==> src/rtl/fwd_hazard_unit_if.sv <==
// ID-stage request and hazard/forwarding response bundle for fwd_hazard_unit.
// The master side is the pipeline's ID stage; the slave side is the hazard unit.
interface fwd_hazard_unit_if #(
    parameter int AW      = 5,
    parameter int NUM_SRC = 2,
    parameter int DEPTH   = 2,
    parameter int CNT_W   = 16
);
    localparam int SW = $clog2(DEPTH + 1);

    logic                    id_valid;
    logic [NUM_SRC*AW-1:0]   id_src;
    logic [NUM_SRC-1:0]      id_src_used;
    logic [AW-1:0]           id_rd;
    logic                    id_regwrite;
    logic                    id_memread;
    logic                    flush;
    logic                    stall;
    logic [NUM_SRC*SW-1:0]   fwd_sel;
    logic                    ex_valid;
    logic [CNT_W-1:0]        stall_count;

    modport master (
        output id_valid, id_src, id_src_used, id_rd, id_regwrite, id_memread, flush,
        input  stall, fwd_sel, ex_valid, stall_count
    );

    modport slave (
        input  id_valid, id_src, id_src_used, id_rd, id_regwrite, id_memread, flush,
        output stall, fwd_sel, ex_valid, stall_count
    );
endinterface

==> src/rtl/fwd_hazard_unit.sv <==
// Operand forwarding select and load-use stall generation for an in-order pipeline.
// Tracks destination tags from EX through DEPTH later stages and picks the nearest producer.
module fwd_hazard_unit #(
    parameter int AW       = 5,
    parameter int NUM_SRC  = 2,
    parameter int DEPTH    = 2,
    parameter int LOAD_LAT = 2,
    parameter int CNT_W    = 16
) (
    input logic               clk,
    input logic               reset,
    fwd_hazard_unit_if.slave  bus
);
    localparam int SW = $clog2(DEPTH + 1);
    localparam int unsigned LD_STAGE = LOAD_LAT;

    typedef struct packed {
        logic          valid;
        logic [AW-1:0] rd;
        logic          regwrite;
        logic          memread;
    } tag_t;

    tag_t                  tag_q [DEPTH+1];
    tag_t                  tag_d [DEPTH+1];
    logic [NUM_SRC*SW-1:0] fwd_sel_q, fwd_sel_d;
    logic [CNT_W-1:0]      stall_count_q, stall_count_d;

    logic [NUM_SRC*SW-1:0] sel_raw;
    logic                  hazard;
    logic                  stall;
    logic                  accept;

    // Scan stages from farthest to nearest so the lowest matching index wins.
    always_comb begin
        logic [AW-1:0] src;
        logic          hit;
        logic          hit_load;
        logic [SW-1:0] hit_sel;
        logic          hit_early;
        sel_raw = '0;
        hazard  = 1'b0;
        for (int unsigned j = 0; j < NUM_SRC; j++) begin
            src       = bus.id_src[j*AW +: AW];
            hit       = 1'b0;
            hit_load  = 1'b0;
            hit_sel   = '0;
            hit_early = 1'b0;
            for (int unsigned k = DEPTH; k > 0; k--) begin
                if (bus.id_src_used[j] && (src != '0) && tag_q[k-1].valid &&
                    tag_q[k-1].regwrite && (tag_q[k-1].rd == src)) begin
                    hit       = 1'b1;
                    hit_load  = tag_q[k-1].memread;
                    hit_sel   = SW'(k);
                    hit_early = (k < LD_STAGE);
                end
            end
            sel_raw[j*SW +: SW] = hit_sel;
            if (hit && hit_load && hit_early && bus.id_valid)
                hazard = 1'b1;
        end
    end

    assign stall  = hazard & ~bus.flush;
    assign accept = bus.id_valid & ~stall & ~bus.flush;

    always_comb begin
        tag_d[0] = '0;
        if (accept) begin
            tag_d[0].valid    = 1'b1;
            tag_d[0].rd       = bus.id_rd;
            tag_d[0].regwrite = bus.id_regwrite;
            tag_d[0].memread  = bus.id_memread;
        end
        for (int unsigned i = 0; i < DEPTH; i++)
            tag_d[i+1] = tag_q[i];
    end

    always_comb begin
        fwd_sel_d = accept ? sel_raw : '0;
        stall_count_d = stall_count_q;
        if (stall && (stall_count_q != '1))
            stall_count_d = stall_count_q + 1'b1;
    end

    always_ff @(posedge clk or posedge reset) begin
        if (reset) begin
            for (int unsigned i = 0; i <= DEPTH; i++)
                tag_q[i] <= '0;
            fwd_sel_q     <= '0;
            stall_count_q <= '0;
        end else begin
            for (int unsigned i = 0; i <= DEPTH; i++)
                tag_q[i] <= tag_d[i];
            fwd_sel_q     <= fwd_sel_d;
            stall_count_q <= stall_count_d;
        end
    end

    assign bus.stall       = stall;
    assign bus.fwd_sel     = fwd_sel_q;
    assign bus.ex_valid    = tag_q[0].valid;
    assign bus.stall_count = stall_count_q;
endmodule

==> src/flat_wrapper.sv <==
// flat-port wrapper written by rule: the top's interface ports become plain ports
module fwd_hazard_unit_flat 
#(
    parameter int AW       = 5,
    parameter int NUM_SRC  = 2,
    parameter int DEPTH    = 2,
    parameter int LOAD_LAT = 2,
    parameter int CNT_W    = 16
)
  (clk, reset, bus_id_valid, bus_id_src, bus_id_src_used, bus_id_rd, bus_id_regwrite, bus_id_memread, bus_flush, bus_stall, bus_fwd_sel, bus_ex_valid, bus_stall_count);
  fwd_hazard_unit_if #(.AW(AW), .NUM_SRC(NUM_SRC), .DEPTH(DEPTH), .CNT_W(CNT_W)) bus_i ();
  input logic clk;
  input logic reset;
  input wire logic [$bits(bus_i.id_valid)-1:0] bus_id_valid;
  input wire logic [$bits(bus_i.id_src)-1:0] bus_id_src;
  input wire logic [$bits(bus_i.id_src_used)-1:0] bus_id_src_used;
  input wire logic [$bits(bus_i.id_rd)-1:0] bus_id_rd;
  input wire logic [$bits(bus_i.id_regwrite)-1:0] bus_id_regwrite;
  input wire logic [$bits(bus_i.id_memread)-1:0] bus_id_memread;
  input wire logic [$bits(bus_i.flush)-1:0] bus_flush;
  output wire logic [$bits(bus_i.stall)-1:0] bus_stall;
  output wire logic [$bits(bus_i.fwd_sel)-1:0] bus_fwd_sel;
  output wire logic [$bits(bus_i.ex_valid)-1:0] bus_ex_valid;
  output wire logic [$bits(bus_i.stall_count)-1:0] bus_stall_count;
  assign bus_i.id_valid = bus_id_valid;
  assign bus_i.id_src = bus_id_src;
  assign bus_i.id_src_used = bus_id_src_used;
  assign bus_i.id_rd = bus_id_rd;
  assign bus_i.id_regwrite = bus_id_regwrite;
  assign bus_i.id_memread = bus_id_memread;
  assign bus_i.flush = bus_flush;
  assign bus_stall = bus_i.stall;
  assign bus_fwd_sel = bus_i.fwd_sel;
  assign bus_ex_valid = bus_i.ex_valid;
  assign bus_stall_count = bus_i.stall_count;
  fwd_hazard_unit #(.AW(AW), .NUM_SRC(NUM_SRC), .DEPTH(DEPTH), .LOAD_LAT(LOAD_LAT), .CNT_W(CNT_W)) u_core (.clk(clk), .reset(reset), .bus(bus_i));
endmodule
==> config.mk <==
export PLATFORM = sky130hd
export DESIGN_NAME = fwd_hazard_unit_flat
export DESIGN_NICKNAME = d
export VERILOG_FILES = /design/src/rtl/fwd_hazard_unit_if.sv /design/src/rtl/fwd_hazard_unit.sv /design/src/flat_wrapper.sv
export SDC_FILE = /design/constraint.sdc
export NUM_CORES = 1
export LEC_CHECK = 0
export ABC_AREA = 1
export CAP_MARGIN = 15
export CORE_MARGIN = 5
export CORE_UTILIZATION = 35
export CTS_BUF_LIST = sky130_fd_sc_hd__clkbuf_8
export DETAILED_ROUTE_END_ITERATION = 8
export GPL_TIMING_DRIVEN = 0
export PLACE_DENSITY_LB_ADDON = 0.2
export SYNTH_ARGS = -nofsm -noshare
export SYNTH_HDL_FRONTEND = slang
export SYNTH_SLANG_ARGS = --single-unit
==> constraint.sdc <==
create_clock -name clk -period 2.3 [get_ports clk]
set_input_delay 0.575 -clock clk [delete_from_list [all_inputs] [get_ports clk]]
set_output_delay 0.575 -clock clk [all_outputs]
set_load 0.05 [all_outputs]
# Word level (Yosys, flattened, before mapping)
# Cells that the tools add are included.
# word_totals
elab_cells	62
input_bits	23
reg_bits	36
out_inout_bits	22
# op_classes
n_bitwise	5
mux	18
reduce_logical	23
n_eq_ne	5
n_addsub	1
# op_table
cell	count
logical AND 1 bit	21
== test 5 bit	4
adder 16 x 1 -> 16 bit (second input constant)	1
inequality test 16 bit (second input constant)	1
2-to-1 mux 1 bit	12
nonzero test 5 bit	2
2-to-1 mux 2 bit	4
2-to-1 mux 8 bit	1
2-to-1 mux 4 bit	1
bitwise AND 1 bit	3
NOT 1 bit	2

# Longest topological paths before layout
# depth
depth_word	17
depth_mapped	12
mapped_depth_nobuf	12

# Least setup slack after synthesis
# OpenSTA, ideal clock, no wires.
# synth_timing
path_type	register to output
startpoint	reg u_core.tag_q (netlist bit u_core.bus.ex_valid)
endpoint	out bus_stall
path_stages_with_launch	9
t_arrival_ps	1681
required_ps	1725
n_path_buf	0
slack_ps	44
cell_sequence	dfrtp_1 nand2_1 a21oi_1 nand2_1 nor2_2 nand3_2 nand2_2 nand2_2 inv_1
# synth_between
elab_chain_len	10
word_cells_on_any_way	21
cone_classes	mux (8); bitwise (1); reduce/logical (12)
# synth_lines
item	line	rtl
from (decl)	fwd_hazard_unit.sv:24	tag_t tag_q [DEPTH+1];
from (signal, indexed assignment)	fwd_hazard_unit.sv:94	tag_q[i] <= tag_d[i];
logical AND 1 bit (2 in a row)	fwd_hazard_unit.sv:50	if (bus.id_src_used[j] && (src != '0) && tag_q[k-1].valid &&
logical AND 1 bit	fwd_hazard_unit.sv:51	tag_q[k-1].regwrite && (tag_q[k-1].rd == src)) begin
2-to-1 mux 1 bit	fwd_hazard_unit.sv:50	
logical AND 1 bit (3 in a row)	fwd_hazard_unit.sv:59	if (hit && hit_load && hit_early && bus.id_valid)
2-to-1 mux 1 bit	fwd_hazard_unit.sv:59	
2-to-1 mux 1 bit (*)	fwd_hazard_unit.sv:59	
bitwise AND 1 bit (*)	fwd_hazard_unit.sv:64	assign stall = hazard & ~bus.flush;
to (decl)	flat_wrapper.sv:21	output wire logic [$bits(bus_i.stall)-1:0] bus_stall;
# Mark *: on every way between the ends. The rest lies on a longest branch, timed or not.

# Worst setup path in the final report
# layout_timing
startpoint	in bus_id_src_used[0]
endpoint	out bus_stall
# layout_between
elab_chain_len	12
word_cells_on_any_way	18
cone_classes	mux (7); bitwise (1); reduce/logical (10)
# layout_lines
item	line	rtl
from (decl)	flat_wrapper.sv:16	input wire logic [$bits(bus_i.id_src_used)-1:0] bus_id_src_used;
logical AND 1 bit (*)	fwd_hazard_unit.sv:50	
logical AND 1 bit (2 in a row)	fwd_hazard_unit.sv:50	
logical AND 1 bit	fwd_hazard_unit.sv:51	
2-to-1 mux 1 bit (2 in a row)	fwd_hazard_unit.sv:50	
logical AND 1 bit	fwd_hazard_unit.sv:59	
logical AND 1 bit (*) (2 in a row)	fwd_hazard_unit.sv:59	
2-to-1 mux 1 bit (*) (2 in a row)	fwd_hazard_unit.sv:59	
bitwise AND 1 bit (*)	fwd_hazard_unit.sv:64	
# Marked as above.

==> impl_metrics.py <==
metrics = {
    "critical_path": {
        "crit_path_end_kind": "output pin",
        "critPathMostFrequentCell": "inv_2",
        "critPathMaxStageDelay_ns": 0.45,
        "arrival_ns": 1.68,
        "crit_slowest_cell": "clkdlybuf4s50_1",
        "critPathMaxFanout": 3,
        "worst_setup_path_start_kind": "input port",
        "required_ns": 1.73,
        "critical_path.cell_chain": "clkdlybuf4s50_1, nand2_1, inv_2, nand4_1, nand2_2, nand2_4, inv_2, buf_8",
        "worst-setup-path-type": "input port to output pin",
    },
    "logic_synthesis": {
        "synth_flop_cell": "dfrtp_1",
        "async_reset_ff_share_pct": 100,
        "yosysWarnings": 0,
        "post_synth.cell_area_avg_um2": 7.21,
        "synthTopCellsByCount": "76 x nand2_1, 50 x inv_1, 37 x nor2_1",
        "yosysTopAreaCell": "dfrtp_1",
        "ys_seq_area_share_pct": 42.2,
        "syn_area_um2": 2080,
        "synth_edf_count": 0,
        "synth_top_area_share_pct": 42.2,
        "ys_seq_elements": 35,
        "syn_nets": 312,
        "synth.distinct_cells": 30,
        "syn_inst": 288,
        "synthTopCellsByArea": "dfrtp_1 42%, nand2_1 14%, inv_1 9.0%",
        "yosysMostFrequentCell": "nand2_1",
    },
    "layout": {
        "num_antenna_cells": 0,
        "syn2layout_area_growth_pct": 34.5,
        "finalNetCount": 375,
        "utilization_pct": 47.7,
        "drive_above_1_share_pct": 20.5,
    },
    "timing": {
        "rsz0062_at_grt": "yes",
        "skew_ns": 0.00664,
        "drv_slew": 0,
        "fmax_ghz": 0.443,
        "fin_ws_ns": 0.0446,
        "tightest_slew_ns": 0.751,
        "setup_violations": 0,
        "period_needed_ns": 2.26,
        "final_hold_viol_count": 0,
        "slew_headroom_pct": 49.9,
        "period_share_pct": 98.1,
    },
    "route": {
        "drt-vias-per-instance": 4.62,
        "drcViolationCount": 0,
        "vias": 1972,
        "first_pass_iters": 4,
        "detail-route-antenna-nets": 0,
        "wl_per_cell_um": 12.2,
        "first_iter_violations": 94,
        "detail_route.wirelength_mm": 5.20,
    },
    "global_route": {
        "grt_use_total_pct": 15.0,
        "grt_max_degree": 36,
        "grt_pass1_vias": 1919,
        "grt_pass1_wl_mm": 8.89,
        "antenna_found_initial": 0,
        "overflow": 0,
    },
    "clock_tree": {
        "path_clk_slew_ns": 0.07,
        "holdBufCountCts": 0,
        "cts-buffers-inserted": 5,
        "cts_sinks": 35,
        "worstSkewPairLatency_ns": 0.29,
        "cts_tree": "built",
        "cts-root-buf": "clkbuf_8",
        "htreeDepth": 2,
        "cts_max_path_buffers": 2,
    },
    "floorplanning": {
        "core_um2": 5850,
        "die_h_um": 87.0,
        "start_util_pct": 35.5,
        "rows": 28,
        "pin_count": 45,
        "die_w_um": 87.0,
        "die_area_um2": 7570,
    },
    "placed_design": {
        "dpl_worst_slack_ns": -1.02,
        "place_hpwl_mm": 3.94,
        "place.gp.congestion": 0.867,
        "io_buffer_count": 44,
    },
    "run": {
        "drv_cap": 0,
    },
    "power_and_ir_drop": {
        "p_leak_uw": 0.00144,
        "ir_drop_mv": 0.211,
        "power_density_nw_per_um2": 436,
    },
    "run_status": {
        "outcome": "complete, no violations",
    },
    "worst_hold_path": {
        "hold_path_class": "flip-flop to flip-flop",
    },
}
-- worst max-delay path: cells and delay by family --
family	cells	cell delay [ns]
buf+inv	4	0.72
simple gates	4	0.37
-- final cells by class --
type,instances,area [um^2]
Buffer,2,18.8
Clock buffer,5,68.8
Clock inverter,3,20.0
Fill cell,587,3060
Inverter,63,239
Multi-Input combinational cell,188,956
Sequential cell,35,877
Tap cell,75,93.8
Timing Repair Buffer,56,518
-- power by group --
part | internal, uW | leakage, uW | switching, uW
sequential | 626 | 0.000458 | 9.31
combinational | 56.2 | 0.000939 | 77.1
clock | 211 | 0.0000402 | 238
total | 892 | 0.00144 | 325
-- state kept, by name, indices dropped and copies added (netlist names) --
name and cells:
u_core.bus.ex_valid 1, u_core.bus.fwd_sel 4, u_core.bus.stall_count 16, u_core.tag_d 14
-- metal layers --
metal,vias to the layer above,wire [um],GRT usage [%]
met5,-,0,0
met4,0,94,5.24
met3,8,237,3.60
met2,41,2450,24.5
met1,920,2420,19.4
li1,1003,-,-
-- what timing repair did --
action / 4_1_cts / 5_1_grt
hold endpoints to repair: 0 / 0
pin swaps: 3 / 3
setup endpoints to repair: 1 / 3
resized for setup: 32 / 13
setup buffers: 11 / 1
-- metrics by stage --
stage	total power, uW	hold WS [ns]	std cells	area [um^2]	TNS (ns)
finish	1220	0.397	427	2790	0
global route	1270	0.401	427	2790	-0.0334
CTS	1240	0.380	426	2790	0
detailed placement	784	0.363	407	2610	-1.03
global placement	783	0.364	407	2610	-0.994
floorplan	714	0.354	288	2080	0
-- worst paths after layout --
check	depth (start not counted)	slack, ns	to	from
max	8	0.04	bus_stall	bus_id_src_used[0]
min	0	0.40	u_core.tag_d[1]	u_core.tag_d[9]
max reg2reg	16	0.27	u_core.bus.fwd_sel[0]	u_core.tag_d[11]
min reg2reg	0	0.40	u_core.tag_d[1]	u_core.tag_d[9]
max in group asynchronous	2	1.04	u_core.tag_d[14]	reset
min in group asynchronous	2	0.74	u_core.bus.stall_count[2]	reset
-- logic make-up (layout without fill, tap and decap cells) --
kind of cell             Yosys count  in the layout  share of synthesized area (%)
adder cells (fa/ha/maj)            1              1                          0.603
AO/OA/AOI/OAI                     19             19                           5.18
flip-flops                        35             35                           42.2
XOR/XNOR                           6              6                           2.53
AND/OR/NAND/NOR                  162            162                           37.3
buffers and inverters             65            129                           12.2
-- placed cells by master, fill, tap and decap left out, types with 5 or more instances in the layout --
| master | instances |
|---|---|
| buf_4 | 13 |
| clkbuf_8 | 5 |
| clkdlybuf4s50_1 | 32 |
| dfrtp_1 | 34 |
| inv_1 | 45 |
| inv_2 | 17 |
| nand2_1 | 74 |
| nand2_2 | 5 |
| nand3_1 | 14 |
| nand3_2 | 5 |
| nand4_1 | 8 |
| nor2_1 | 37 |
| nor2_2 | 5 |
| o21ai_1 | 5 |
(Power assumes the default switching activity.)
